==> src/rtl/mvm_pkg.sv <==
// Shared constants and FSM state encoding for the mat_vec_mult sequencer.
package mvm_pkg;

  localparam int unsigned MVM_DEPTH      = 8;
  localparam int unsigned MVM_DATA_WIDTH = 8;
  localparam int unsigned MVM_NUM_ROWS   = 8;
  localparam int unsigned MVM_MAC_LAT    = 2;

  typedef enum logic [2:0] {
    IDLE  = 3'd0,
    CLEAR = 3'd1,
    LOAD  = 3'd2,
    RUN   = 3'd3,
    DRAIN = 3'd4,
    DONE  = 3'd5
  } mvm_state_e;

endpackage

==> src/rtl/mvm_skew_gen.sv <==
// Skewed FIFO read-enable pattern for the systolic MAC chain, indexed by RUN-phase time t.
module mvm_skew_gen #(
  parameter int unsigned DEPTH    = 8,
  parameter int unsigned NUM_ROWS = 8,
  parameter int unsigned CNT_W    = 5
) (
  input  logic [CNT_W-1:0]    i_t,
  output logic [NUM_ROWS-1:0] o_a_rden_c,
  output logic                o_b_rden_c
);

  always_comb begin
    o_b_rden_c = (i_t < CNT_W'(DEPTH));
    for (int unsigned i = 0; i < NUM_ROWS; i++) begin
      o_a_rden_c[i] = (i_t >= CNT_W'(i)) && (i_t < CNT_W'(i + DEPTH));
    end
  end

endmodule

==> src/rtl/mvm_ctrl.sv <==
// Host-facing sequencer: loads A/B FIFOs over valid/ready, then drives skewed reads
// through the MAC chain and flags completion.
module mvm_ctrl
  import mvm_pkg::*;
#(
  parameter int unsigned DEPTH      = MVM_DEPTH,
  parameter int unsigned DATA_WIDTH = MVM_DATA_WIDTH,
  parameter int unsigned NUM_ROWS   = MVM_NUM_ROWS,
  parameter int unsigned MAC_LAT    = MVM_MAC_LAT
) (
  input  logic                  clk,
  input  logic                  rst_n,
  input  logic                  start,
  input  logic                  in_valid,
  output logic                  in_ready,
  input  logic [DATA_WIDTH-1:0] in_a [NUM_ROWS-1:0],
  input  logic [DATA_WIDTH-1:0] in_b,
  output logic                  a_wren,
  output logic                  b_wren,
  output logic [DATA_WIDTH-1:0] a_fifo_in [NUM_ROWS-1:0],
  output logic [DATA_WIDTH-1:0] b_fifo_in,
  output logic [NUM_ROWS-1:0]   a_rden,
  output logic                  b_rden,
  output logic                  clr,
  output logic                  busy,
  output logic                  done,
  output logic                  result_valid
);

  localparam int unsigned CNT_W = $clog2(DEPTH + NUM_ROWS) + 1;

  mvm_state_e            r_state, w_state_nxt;
  logic [CNT_W-1:0]      r_beat_cnt, w_beat_nxt;
  logic [CNT_W-1:0]      r_t, w_t_nxt;
  logic [CNT_W-1:0]      r_d, w_d_nxt;
  logic                  w_hs;

  logic                  r_wren, w_wren_nxt;
  logic [DATA_WIDTH-1:0] r_a_fifo_in [NUM_ROWS-1:0];
  logic [DATA_WIDTH-1:0] w_a_fifo_nxt [NUM_ROWS-1:0];
  logic [DATA_WIDTH-1:0] r_b_fifo_in, w_b_fifo_nxt;
  logic [NUM_ROWS-1:0]   r_a_rden, w_a_rden_nxt, w_skew_a;
  logic                  r_b_rden, w_b_rden_nxt, w_skew_b;
  logic                  r_clr, w_clr_nxt;
  logic                  r_busy, w_busy_nxt;
  logic                  r_done, w_done_nxt;
  logic                  r_result_valid, w_rv_nxt;

  assign in_ready = (r_state == LOAD);
  assign w_hs     = in_valid && in_ready;

  // Skew is evaluated on the next t so registered enables line up with the RUN cycle they belong to.
  mvm_skew_gen #(
    .DEPTH    (DEPTH),
    .NUM_ROWS (NUM_ROWS),
    .CNT_W    (CNT_W)
  ) u_skew (
    .i_t        (w_t_nxt),
    .o_a_rden_c (w_skew_a),
    .o_b_rden_c (w_skew_b)
  );

  always_comb begin
    w_state_nxt  = r_state;
    w_beat_nxt   = r_beat_cnt;
    w_t_nxt      = r_t;
    w_d_nxt      = r_d;
    w_rv_nxt     = r_result_valid;
    w_a_fifo_nxt = r_a_fifo_in;
    w_b_fifo_nxt = r_b_fifo_in;
    w_wren_nxt   = 1'b0;

    unique case (r_state)
      IDLE: begin
        if (start) begin
          w_state_nxt = CLEAR;
          w_rv_nxt    = 1'b0;
        end
      end
      CLEAR: begin
        w_beat_nxt  = '0;
        w_state_nxt = LOAD;
      end
      LOAD: begin
        if (w_hs) begin
          w_wren_nxt   = 1'b1;
          w_a_fifo_nxt = in_a;
          w_b_fifo_nxt = in_b;
          w_beat_nxt   = r_beat_cnt + CNT_W'(1);
          if (r_beat_cnt == CNT_W'(DEPTH - 1)) begin
            w_state_nxt = RUN;
            w_t_nxt     = '0;
          end
        end
      end
      RUN: begin
        if (r_t == CNT_W'(DEPTH + NUM_ROWS - 2)) begin
          w_state_nxt = DRAIN;
          w_d_nxt     = '0;
        end else begin
          w_t_nxt = r_t + CNT_W'(1);
        end
      end
      DRAIN: begin
        if (r_d == CNT_W'(MAC_LAT - 1)) begin
          w_state_nxt = DONE;
        end else begin
          w_d_nxt = r_d + CNT_W'(1);
        end
      end
      DONE: begin
        w_state_nxt = IDLE;
      end
      default: begin
        w_state_nxt = IDLE;
      end
    endcase

    w_clr_nxt    = (w_state_nxt == CLEAR);
    w_busy_nxt   = (w_state_nxt != IDLE);
    w_done_nxt   = (w_state_nxt == DONE);
    w_a_rden_nxt = (w_state_nxt == RUN) ? w_skew_a : '0;
    w_b_rden_nxt = (w_state_nxt == RUN) && w_skew_b;
    if (w_state_nxt == DONE) begin
      w_rv_nxt = 1'b1;
    end
  end

  always_ff @(posedge clk or negedge rst_n) begin
    if (!rst_n) begin
      r_state        <= IDLE;
      r_beat_cnt     <= '0;
      r_t            <= '0;
      r_d            <= '0;
      r_wren         <= 1'b0;
      r_a_fifo_in    <= '{default: '0};
      r_b_fifo_in    <= '0;
      r_a_rden       <= '0;
      r_b_rden       <= 1'b0;
      r_clr          <= 1'b0;
      r_busy         <= 1'b0;
      r_done         <= 1'b0;
      r_result_valid <= 1'b0;
    end else begin
      r_state        <= w_state_nxt;
      r_beat_cnt     <= w_beat_nxt;
      r_t            <= w_t_nxt;
      r_d            <= w_d_nxt;
      r_wren         <= w_wren_nxt;
      r_a_fifo_in    <= w_a_fifo_nxt;
      r_b_fifo_in    <= w_b_fifo_nxt;
      r_a_rden       <= w_a_rden_nxt;
      r_b_rden       <= w_b_rden_nxt;
      r_clr          <= w_clr_nxt;
      r_busy         <= w_busy_nxt;
      r_done         <= w_done_nxt;
      r_result_valid <= w_rv_nxt;
    end
  end

  assign a_wren       = r_wren;
  assign b_wren       = r_wren;
  assign a_fifo_in    = r_a_fifo_in;
  assign b_fifo_in    = r_b_fifo_in;
  assign a_rden       = r_a_rden;
  assign b_rden       = r_b_rden;
  assign clr          = r_clr;
  assign busy         = r_busy;
  assign done         = r_done;
  assign result_valid = r_result_valid;

endmodule

==> config.mk <==
export PLATFORM = sky130hd
export DESIGN_NAME = mvm_ctrl
export DESIGN_NICKNAME = d
export VERILOG_FILES = /design/src/rtl/mvm_pkg.sv /design/src/rtl/mvm_skew_gen.sv /design/src/rtl/mvm_ctrl.sv
export SDC_FILE = /design/constraint.sdc
export NUM_CORES = 1
export LEC_CHECK = 0
export CORE_ASPECT_RATIO = 0.6
export CORE_MARGIN = 3
export CORE_UTILIZATION = 44
export CTS_BUF_LIST = sky130_fd_sc_hd__clkbuf_16
export DETAILED_ROUTE_END_ITERATION = 7
export PLACE_DENSITY = 0.86
export SYNTH_ARGS = -nofsm -noshare
export SYNTH_HDL_FRONTEND = slang
export SYNTH_HIERARCHICAL = 1
export SYNTH_SLANG_ARGS = --single-unit
==> constraint.sdc <==
create_clock -name clk -period 2.9 [get_ports clk]
set_input_delay 0.58 -clock clk [delete_from_list [all_inputs] [get_ports clk]]
set_output_delay 0.58 -clock clk [all_outputs]
set_load 0.02 [all_outputs]
==> out/metrics.cfg <==
[run_status]
outcome = finished, final reports clean

[yosys]
synth_edf_count = 0
ys_types = 40
synth.yosys.seq_area_share = 0.609
yosys.area.top_type_share = 0.609
syn_area_mm2 = 0.00427
synth_top_flop_cell = dfrtp_1
yosys.area.top_type = dfrtp_1
synthMostInstantiatedCell = nand2_1
avgSynthCellArea_um2 = 9.33
ys_ff_latch = 104
syn-instance-count = 458
synth_area_leaders = dfrtp_1 61%, nand2_1 20%, mux2i_1 1.6%, and2_1 1.5%, ha_1 1.5%
synthArstFlopShare = 1.00
synth_nets = 539
yosysWarnings = 6
synth_common_cells = 225 x nand2_1, 104 x dfrtp_1, 12 x buf_2

[clock_tree]
cts_resized = 0
clk_pin_slew_worst_paths_ps = 70
cts_hold_buf = 0
post-cts-setup-buffers = 0
worstSkewPairLatency_ps = 340
cts_made_buffers = 9
cts-root-buf = clkbuf_16
cts_tree = yes
cts_max_level = 3
clkSinkCount = 104
cts_buffer_depth = 2

[critical_path]
path_max_fanout = 10
critPathMaxStageDelay_ps = 910
arrival_ps = 2770
worstPathRequired_ps = 3130
path_cells = and3b_1, and4_1, nor3_1, o21ai_1, mux2i_1, and2_1
startpoint_type = flip-flop
slowest_stage = nor3_1
crit_type = flip-flop to flip-flop
crit_path_end_kind = flip-flop

[grt]
grt_pass1_wl_mm = 17.4
use_met2 = 0.316
grtUsageMet1 = 0.260
antenna_found_initial = 0
grt_usage = 0.199
busiest_layer = met2
grt_remaining_overflow = 0
grt_pass1_vias = 3570
use_met3 = 0.0726
grt_max_degree = 81

[timing]
finClkSkew_ps = 3.92
tightest_slew_ps = 1150
slew_violations = 0
hold_violations = 0
maxSlewHeadroom = 0.225
tns_ps = 0
setup_violations = 0
finalCriticalPeriod_ps = 2540
period_share = 0.876
fmax_ghz = 0.394
rsz0062_at_grt = false

[hold_path]
worstHoldPathType = input port to asynchronous set/reset pin

[detailed_routing]
drc = 0
vias = 3588
drt_iter0_drc = 193
wl_mm = 11.1
first_pass_iters = 4
viasPerCell = 4.79
wl_per_cell_um = 14.8
ant_nets = 0

[final_layout]
num-fill-cells = 716
area_delta_synth_final_pct = 47.6
drive_gt1_frac = 0.0501
final_util = 0.677
n_antenna_cell = 0
nets = 695

[place]
port_buffers = 163
place.detailed.hpwl_mm = 8.02
gp_congestion = 0.767

[power]
internal-power_mw = 4.17
clkPwrFrac = 0.171
power_frac_comb = 0.477
switchingPower_mw = 2.70
switching_share = 0.393
power_density_mw_per_mm2 = 1090
ir_drop_uv = 572
p_seq_frac = 0.351
p_leak_nw = 3.06

[die]
rows = 27
start_util = 0.458
core_area_mm2 = 0.00932
io_pins = 164
die_w_um = 133
die-area_mm2 = 0.0110
die_y_um = 82.3

[run]
max-cap-violations = 0

## worst paths after layout
check / cells after the start / to / start / slack [ps]
worst min-delay path: 1 / a_fifo_in[18] / rst_n / 240
min in group clk: 1 / r_beat_cnt[4] / r_beat_cnt[4] / 470
worst max register to register: 6 / a_rden[5] / r_state[1] / 360
max in group asynchronous: 2 / a_fifo_in[54] / rst_n / 1980
worst max-delay path: 6 / a_rden[5] / r_state[1] / 360
worst min register to register: 1 / r_beat_cnt[4] / r_beat_cnt[4] / 470
## cells in the final DEF (no fill, tap or decap), types with 2 or more instances in the layout
cell type / count
clkinv_4: 2
mux2i_1: 7
nor2_1: 7
nor3b_1: 2
clkbuf_16: 9
dfrtp_1: 104
o21ai_0: 7
clkdlybuf4s50_1: 162
nand4bb_1: 2
nand3_1: 7
clkinv_1: 2
a21oi_1: 8
nand3b_1: 3
or3_1: 5
nor3_1: 4
buf_4: 8
nand4_1: 2
and3_1: 2
inv_1: 9
nand2_1: 225
and2_1: 10
o22ai_1: 3
and4_1: 2
ha_1: 5
## worst max-delay path: cells and delay by family (launching register included)
family           cells  cell delay, ps
AO/OA/AOI/OAI        1             190
multiplexers         1             170
AND/OR/NAND/NOR      4            1590
flip-flops           1             480
## layout make-up
class,instances,area (um2),share of cell area
Inverter,9,33.8,0.00535
Tap cell,130,163,0.0258
Multi-Input combinational cell,319,1520,0.241
Timing Repair Buffer,171,1700,0.270
Clock buffer,9,225,0.0357
Sequential cell,104,2600,0.412
Clock inverter,7,63.8,0.0101
## state kept, by name, indices dropped and copies added, names as in the netlist
signal and flops:
clr 1, r_d 5, busy 1, b_rden 1, r_state 3, done 1
a_fifo_in 64, r_beat_cnt 5, r_t 5, b_fifo_in 8, a_wren 1, a_rden 8
result_valid 1
## cells by family (layout without fill, tap and decap cells)
kind of cell,Yosys count,in the layout,share of synthesized area
XOR/XNOR,1,1,0.00205
adder cells (fa/ha/maj),5,5,0.0146
AO/OA/AOI/OAI,24,24,0.0331
multiplexers,7,7,0.0164
buffers and inverters,35,196,0.0392
AND/OR/NAND/NOR,282,282,0.286
flip-flops,104,104,0.609
## metrics by stage
| step | total power [mW] | hold WS, ps | worst slack (ps) | area [um2] | instances |
|---|---|---|---|---|---|
| floorplan | 4.18 | 284 | 694 | 4270 | 458 |
| global placement | 5.59 | 456 | 219 | 6020 | 733 |
| detailed placement | 5.74 | 462 | 161 | 6020 | 733 |
| CTS | 6.94 | 258 | 379 | 6310 | 749 |
| global route | 7.33 | 284 | 108 | 6310 | 749 |
| finish | 6.87 | 239 | 360 | 6310 | 749 |
## metal layers
layer	vias up	part of all wire
li1	1756	-
met1	1689	0.45
met2	127	0.46
met3	16	0.076
met4	0	0.017
met5	-	0
## power by group through the flow
stage	combinational [mW]	sequential [mW]	clock, mW
after floorplan	1.17	3.01	0
after global placement	3.20	2.39	0
after detailed placement	3.30	2.43	0
after CTS	3.32	2.41	1.21
after global routing	3.58	2.49	1.26
final	3.28	2.41	1.18
Power figures use the tool's default switching activity.
